--- config.mk ---
export PLATFORM = sky130hd
export DESIGN_NAME = controle_pc_flat
export DESIGN_NICKNAME = d
export VERILOG_FILES = /design/src/rtl/controle_pc_pkg.sv /design/src/rtl/controle_pc_if.sv /design/src/rtl/controle_pc_avalia_desvio.sv /design/src/rtl/controle_pc.sv /design/src/flat_wrapper.sv
export SDC_FILE = /design/constraint.sdc
export NUM_CORES = 1
export LEC_CHECK = 0
export CAP_MARGIN = 20
export CORE_MARGIN = 2
export CORE_UTILIZATION = 55
export CTS_BUF_LIST = sky130_fd_sc_hd__clkbuf_4 sky130_fd_sc_hd__clkbuf_8
export CTS_CLUSTER_SIZE = 10
export DETAILED_ROUTE_END_ITERATION = 10
export HOLD_SLACK_MARGIN = 0.05
export PLACE_DENSITY = 0.88
export SYNTH_ARGS = -nofsm -noshare
export SYNTH_HDL_FRONTEND = slang
export SYNTH_SLANG_ARGS = --single-unit
export TNS_END_PERCENT = 5
--- constraint.sdc ---
create_clock -name clock -period 6.1 [get_ports clock]
set_input_delay 1.22 -clock clock [delete_from_list [all_inputs] [get_ports clock]]
set_output_delay 1.22 -clock clock [all_outputs]
set_load 0.01 [all_outputs]
--- src/rtl/controle_pc_pkg.sv ---
// rtl/controle_pc_pkg.sv - shared states, branch-type codes and default width for the PC sequencer
package pc_pkg;

    localparam int LARGURA_PADRAO = 32;

    typedef enum logic [2:0] {
        INICIO,
        BUSCA,
        EXECUTA,
        PARADO,
        ERRO
    } estado_t;

    localparam logic [2:0] DESVIO_INCOND = 3'd0;
    localparam logic [2:0] BEQ           = 3'd1;
    localparam logic [2:0] BNE           = 3'd2;
    localparam logic [2:0] BLT           = 3'd3;
    localparam logic [2:0] BGE           = 3'd4;
    localparam logic [2:0] JAL           = 3'd6;
    localparam logic [2:0] JR            = 3'd7;

endpackage

--- src/rtl/controle_pc_if.sv ---
// rtl/controle_pc_if.sv - fetch handshake, execute-completion inputs and status outputs of the PC sequencer
interface controle_pc_if #(
    parameter int LARGURA = 32
);
    logic [LARGURA-1:0] pc;
    logic               busca_req;
    logic               busca_ack;
    logic               exec_valido;
    logic               PCSrc;
    logic [2:0]         tipo_branch;
    logic [LARGURA-1:0] imed;
    logic [LARGURA-1:0] rl2out;
    logic               neg;
    logic               zero;
    logic               parar;
    logic [LARGURA-1:0] link;
    logic               retirada;
    logic               parado;
    logic               erro;

    modport master (
        output pc, busca_req, link, retirada, parado, erro,
        input  busca_ack, exec_valido, PCSrc, tipo_branch, imed, rl2out, neg, zero, parar
    );

    modport slave (
        input  pc, busca_req, link, retirada, parado, erro,
        output busca_ack, exec_valido, PCSrc, tipo_branch, imed, rl2out, neg, zero, parar
    );
endinterface

--- src/rtl/controle_pc_avalia_desvio.sv ---
// rtl/controle_pc_avalia_desvio.sv - combinational next-PC and taken evaluation for the current instruction
module avalia_desvio
    import pc_pkg::*;
#(
    parameter int LARGURA = LARGURA_PADRAO
) (
    input  logic [LARGURA-1:0] pc,
    input  logic               PCSrc,
    input  logic [2:0]         tipo_branch,
    input  logic [LARGURA-1:0] imed,
    input  logic [LARGURA-1:0] rl2out,
    input  logic               neg,
    input  logic               zero,
    output logic [LARGURA-1:0] novo_pc,
    output logic               tomado
);

    logic               condicao;
    logic [LARGURA-1:0] alvo;

    always_comb begin
        condicao = 1'b1;
        case (tipo_branch)
            BEQ:     condicao = zero;
            BNE:     condicao = !zero;
            BLT:     condicao = neg;
            BGE:     condicao = zero | !neg;
            default: condicao = 1'b1;
        endcase
    end

    // jr is absolute; every other taken transfer is PC-relative and may wrap
    assign alvo    = (tipo_branch == JR) ? rl2out : pc + imed;
    assign tomado  = PCSrc & condicao;
    assign novo_pc = tomado ? alvo : pc + LARGURA'(1);

endmodule

--- src/rtl/controle_pc.sv ---
// rtl/controle_pc.sv - multi-cycle PC sequencer with fetch handshake; optional CONTADORES_DESEMPENHO_EN counters
module controle_pc
    import pc_pkg::*;
#(
    parameter int LARGURA    = LARGURA_PADRAO,
    parameter int PC_INICIAL = 0,
    parameter int MAX_ESPERA = 15
) (
    input  logic          clock,
    input  logic          reset_n,
    controle_pc_if.master bus
`ifdef CONTADORES_DESEMPENHO_EN
    ,
    output logic [31:0]   cont_instr,
    output logic [31:0]   cont_desvios
`endif
);

    localparam int LE = $clog2(MAX_ESPERA + 1);

    estado_t            estado, estado_prox;
    logic [LARGURA-1:0] pc_r, link_r, novo_pc;
    logic [LE-1:0]      espera;
    logic               tomado;
    logic               carrega_pc, retira, espera_limpa, espera_inc;
    logic               retirada_r;

    avalia_desvio #(.LARGURA(LARGURA)) u_avalia (
        .pc          (pc_r),
        .PCSrc       (bus.PCSrc),
        .tipo_branch (bus.tipo_branch),
        .imed        (bus.imed),
        .rl2out      (bus.rl2out),
        .neg         (bus.neg),
        .zero        (bus.zero),
        .novo_pc     (novo_pc),
        .tomado      (tomado)
    );

    always_ff @(posedge clock) begin
        if (!reset_n) estado <= INICIO;
        else          estado <= estado_prox;
    end

    always_comb begin
        estado_prox  = estado;
        carrega_pc   = 1'b0;
        retira       = 1'b0;
        espera_limpa = 1'b0;
        espera_inc   = 1'b0;
        case (estado)
            INICIO: begin
                estado_prox  = BUSCA;
                espera_limpa = 1'b1;
            end
            BUSCA: begin
                if (bus.busca_ack)                        estado_prox = EXECUTA;
                else if (espera == LE'(MAX_ESPERA - 1))   estado_prox = ERRO;
                else                                      espera_inc  = 1'b1;
            end
            EXECUTA: begin
                if (bus.exec_valido) begin
                    retira = 1'b1;
                    // halt wins over any control transfer in the same instruction
                    if (bus.parar) begin
                        estado_prox = PARADO;
                    end else begin
                        estado_prox  = BUSCA;
                        carrega_pc   = 1'b1;
                        espera_limpa = 1'b1;
                    end
                end
            end
            PARADO:  estado_prox = PARADO;
            ERRO:    estado_prox = ERRO;
            default: estado_prox = INICIO;
        endcase
    end

    always_ff @(posedge clock) begin
        if (!reset_n) begin
            pc_r       <= LARGURA'(PC_INICIAL);
            link_r     <= '0;
            espera     <= '0;
            retirada_r <= 1'b0;
        end else begin
            retirada_r <= retira;
            if (espera_limpa)    espera <= '0;
            else if (espera_inc) espera <= espera + LE'(1);
            if (carrega_pc) begin
                pc_r <= novo_pc;
                if (bus.PCSrc && bus.tipo_branch == JAL) link_r <= pc_r + LARGURA'(1);
            end
        end
    end

`ifdef CONTADORES_DESEMPENHO_EN
    always_ff @(posedge clock) begin
        if (!reset_n) begin
            cont_instr   <= '0;
            cont_desvios <= '0;
        end else begin
            if (retira)                cont_instr   <= cont_instr + 32'd1;
            if (carrega_pc && tomado)  cont_desvios <= cont_desvios + 32'd1;
        end
    end
`endif

    assign bus.pc        = pc_r;
    assign bus.link      = link_r;
    assign bus.retirada  = retirada_r;
    assign bus.busca_req = (estado == BUSCA);
    assign bus.parado    = (estado == PARADO);
    assign bus.erro      = (estado == ERRO);

endmodule

--- src/flat_wrapper.sv ---
// flat-port wrapper written by rule: the top's interface ports become plain ports
module controle_pc_flat import pc_pkg::*;
#(
    parameter int LARGURA    = LARGURA_PADRAO,
    parameter int PC_INICIAL = 0,
    parameter int MAX_ESPERA = 15
)
  (clock, reset_n, bus_pc, bus_busca_req, bus_link, bus_retirada, bus_parado, bus_erro, bus_busca_ack, bus_exec_valido, bus_PCSrc, bus_tipo_branch, bus_imed, bus_rl2out, bus_neg, bus_zero, bus_parar);
  controle_pc_if #(.LARGURA(LARGURA)) bus_i ();
  input  logic clock;
  input  logic reset_n;
  output wire logic [$bits(bus_i.pc)-1:0] bus_pc;
  output wire logic [$bits(bus_i.busca_req)-1:0] bus_busca_req;
  output wire logic [$bits(bus_i.link)-1:0] bus_link;
  output wire logic [$bits(bus_i.retirada)-1:0] bus_retirada;
  output wire logic [$bits(bus_i.parado)-1:0] bus_parado;
  output wire logic [$bits(bus_i.erro)-1:0] bus_erro;
  input wire logic [$bits(bus_i.busca_ack)-1:0] bus_busca_ack;
  input wire logic [$bits(bus_i.exec_valido)-1:0] bus_exec_valido;
  input wire logic [$bits(bus_i.PCSrc)-1:0] bus_PCSrc;
  input wire logic [$bits(bus_i.tipo_branch)-1:0] bus_tipo_branch;
  input wire logic [$bits(bus_i.imed)-1:0] bus_imed;
  input wire logic [$bits(bus_i.rl2out)-1:0] bus_rl2out;
  input wire logic [$bits(bus_i.neg)-1:0] bus_neg;
  input wire logic [$bits(bus_i.zero)-1:0] bus_zero;
  input wire logic [$bits(bus_i.parar)-1:0] bus_parar;
  assign bus_pc = bus_i.pc;
  assign bus_busca_req = bus_i.busca_req;
  assign bus_link = bus_i.link;
  assign bus_retirada = bus_i.retirada;
  assign bus_parado = bus_i.parado;
  assign bus_erro = bus_i.erro;
  assign bus_i.busca_ack = bus_busca_ack;
  assign bus_i.exec_valido = bus_exec_valido;
  assign bus_i.PCSrc = bus_PCSrc;
  assign bus_i.tipo_branch = bus_tipo_branch;
  assign bus_i.imed = bus_imed;
  assign bus_i.rl2out = bus_rl2out;
  assign bus_i.neg = bus_neg;
  assign bus_i.zero = bus_zero;
  assign bus_i.parar = bus_parar;
  controle_pc #(.LARGURA(LARGURA), .PC_INICIAL(PC_INICIAL), .MAX_ESPERA(MAX_ESPERA)) u_core (.clock(clock), .reset_n(reset_n), .bus(bus_i));
endmodule
==> metrics.md <==
| Metric | Value |
|---|---|
| TritonCTS Sinks | 72 |
| Synthesis Warnings | 0 |
| Hold Crit Class | flip-flop to flip-flop |
| Vias | around 6300 |
| Layout cell share with drive strength beyond 1 | 5.31% |
| Period utilisation layout | a little under two thirds |
| VDD IR max | 0.0805 mV |
| Setup CP Type | primary input to flip-flop |
| Drt drc | 0 |
| Synth area leaders | dfxtp_1 25%, ha_1 7.4%, nand2_1 6.5%, a21oi_1 6.2%, xor2_1 4.4% |
| MaxCap Viol Count | 0 |
| Worst Clk Skew | between 0.01 and 0.015 ns |
| Final Setup Violations | 0 |
| CTS tree | built |
| Cells after Synth | about 750 |
| Combinational share of power | approximately a fifth |
| CP Max Fanout | 34 |
| Clock power share | approximately 37% |
| Row count | 37 |
| Seq pwr share | a little over two fifths |
| FF+latch area | 1440 um^2 |
| Setup_tns | 0 ns |
| Final ANT Viol Nets | 0 |
| Nets | 971 |
| FF+latch count, synth | between 70 and 80 |
| Via/cell ratio | 6.27 |
| First-pass GRT wire length | roughly 30000 um |
| Critical Path RT | around 6.4 ns |
| Switch share | roughly 29% |
| Crit. End Element | flip-flop |
| Pwr Density | approximately 150 nW/um^2 |
| Routed wire length | 18700 um |
| Syn_nets | roughly 860 |
| Share of the synthesized area in the top cell type | ~25% |
| Die height | 106 um |
| Status | finished clean |
| Max-slew violations | 0 |
| Die Area | 11200 um^2 |
| Post-synth top area cell | dfxtp_1 |
| Inserted Clock Buffers | 9 |
| Most frequent cells after synthesis | 99 x nand2_1, 72 x dfxtp_1, 71 x a21oi_1, 54 x nor2_1, 46 x o21ai_0 |
| Via count of the first global-routing pass | approximately 6000 |
| Fillers | about 800 |
| Std-Cell Core Area | between 10000 and 15000 um^2 |
| # port buffers | 142 |
| Area of the multi-input gates | between 4000 and 5000 um^2 |
| Synth Cell Area | between 5000 and 6000 um^2 |
| Worst-path clk slew | ~0.08 ns |
| Final hold violations | 0 |
| HPWL after DPL | roughly 14000 um |
| # diodes | 0 |
| Buffer count from post-CTS setup fixing | 0 |
| CTS root buf | clkbuf_8 |
| Tot Pwr | between 1000 and 1500 uW |
| GP Congestion | around 0.94 |
| Async SR Flop Fraction | 0% |
| Die W | roughly 110 um |
| Clock Latency Late Sink | between 0.3 and 0.4 ns |
| DRT Pass-1 Iters | 6 |
| Fin crit period | 3.87 ns |
| Synthesized area per cell | roughly 7.6 um^2 |
| Switch Pwr | around 320 uW |
| Initial Utilization | between 50% and 60% |
| Hold buffers post-CTS | 0 |
| Global route overflow | 0 |
| Clock buffer depth | 2 |
| Sequential area share after synthesis | between 20 and 30% |
| Crit path DAT | roughly 4.2 ns |
| Worst Setup SP | bus_zero |
| Worst slew margin | 34.5% |
| Initial antenna violation count | 0 |
| Largest net degree at the start of global routing | about 70 |
| Synthesis-to-finish area growth | 29.3% |
| Startpoint types | primary input |
| Number of I/O pins | 143 |
| Synth cell types | 79 |
| Post-synth EDFFs | 0 |
| Int Power | ~800 uW |
| RSZ-0062 raised after global routing | no |
| Leakage | between 0.003 and 0.004 uW |
| Count leader, synth | nand2_1 |
| Max Fclk | around 0.26 GHz |
| R2r startpoint | u_core.bus.pc[11]$_SDFFE_PN0P_ |
| Synth Flop Type | dfxtp_1 |
| Measured slew at the worst slew-check pin | 0.979 ns |
| DR WL/cell | 18.6 um |
| H-tree levels | 3 |
| GRT Overall Usage | about a third |
| Hold Startpoint | u_core.bus.link[0]$_SDFFE_PN0P_ |
| Post-CTS Resized | 0 |
| 1st-iter DRT viols | just under 500 |
kinds of logic (layout without fill, tap and decap cells):
kind of cell / count (synthesis) / in the layout / synth area share [%]
flops: 72 / 72 / 25.2
fa+ha+maj: 35 / 35 / 7.80
mux: 6 / 6 / 1.07
simple gates: 261 / 261 / 22.6
xor+xnor: 56 / 56 / 8.58
buf+inv: 56 / 174 / 3.83
compound gates: 262 / 262 / 30.9
final cells by class:
cell class / count / share of cell area [%]
Timing Repair Buffer: 148 / 19.8
Sequential cell: 72 / 19.5
Multi-Input combinational cell: 620 / 55.0
Clock inverter: 5 / 0.864
Inverter: 10 / 0.508
Clock buffer: 11 / 2.05
Tap cell: 136 / 2.30
worst max-delay path, cell delays in order:
cell             delay, ns
clkdlybuf4s50_1       0.53
mux2i_1               0.22
a311o_1               0.17
o211a_2               0.67
nand2_1               0.23
nor2_1                0.61
nand2_1               0.15
a211o_1               0.30
nand2_1               0.06
flip-flops by register name, summed over array words and instances (netlist names):
| signal | cells |
|---|---|
| u_core.espera | 4 |
| u_core.bus.pc | 32 |
| u_core.bus.retirada | 1 |
| u_core.estado | 3 |
| u_core.bus.link | 32 |
cells in the final DEF, fill, tap and decap left out, types with 4 or more instances in the layout:
cell type	Yosys	final
o31ai_1	6	6
clkbuf_8	0	11
xor2_1	29	29
nor2b_1	6	6
clkdlybuf4s50_1	0	141
o211ai_1	4	4
o211a_1	20	20
ha_1	34	34
nand2b_1	4	4
buf_4	0	6
nand2_1	99	99
o22ai_1	9	9
o21ai_0	46	46
inv_1	10	10
and3_1	7	7
and2_1	5	5
nand3_1	27	27
a31oi_1	13	13
nor2_1	54	53
a21oi_1	71	71
a21boi_0	8	8
dfxtp_1	72	72
mux2i_1	5	5
xnor2_1	27	27
o221ai_1	6	6
a211oi_1	10	10
a21o_1	27	27
nor3_1	12	12
nand4_1	18	18
power by group through the flow:
stage	clock, uW	combinational (uW)	sequential, uW
4_1_cts	413	207	487
3_5_place_dp	0	206	498
6_report	409	210	487
3_3_place_gp	0	202	497
2_1_floorplan	0	114	496
5_1_grt	435	228	488
metal layers:
layer	wire length [um]	up-vias	GRT usage [%]
met1	8070	2928	45.5
li1	-	2986	-
met5	0	-	0
met2	8490	335	52.7
met4	412	0	10.7
met3	1690	36	5.15
per-stage QoR:
step	cell area [um^2]	util, %	setup slack, ns	std cells	hold WS [ns]
3_5_place_dp	7170	70.4	1.92	986	0.487
6_report	7390	72.5	2.23	1002	0.504
3_3_place_gp	7170	70.4	2.03	986	0.480
2_1_floorplan	5710	-	2.76	748	0.479
4_1_cts	7390	72.5	2.28	1002	0.506
5_1_grt	7390	72.5	2.04	1002	0.519
path summary, 6_finish.rpt:
check | endpoint | slack, ns | cells after the start
min | u_core.bus.link[0]$_SDFFE_PN0P_ | 0.50 | 1
max | u_core.bus.pc[26]$_SDFFE_PN0P_ | 2.23 | 9
min reg2reg | u_core.bus.link[0]$_SDFFE_PN0P_ | 0.50 | 1
max reg2reg | u_core.bus.pc[24]$_SDFFE_PN0P_ | 3.25 | 9
(Power assumes the default switching activity.)
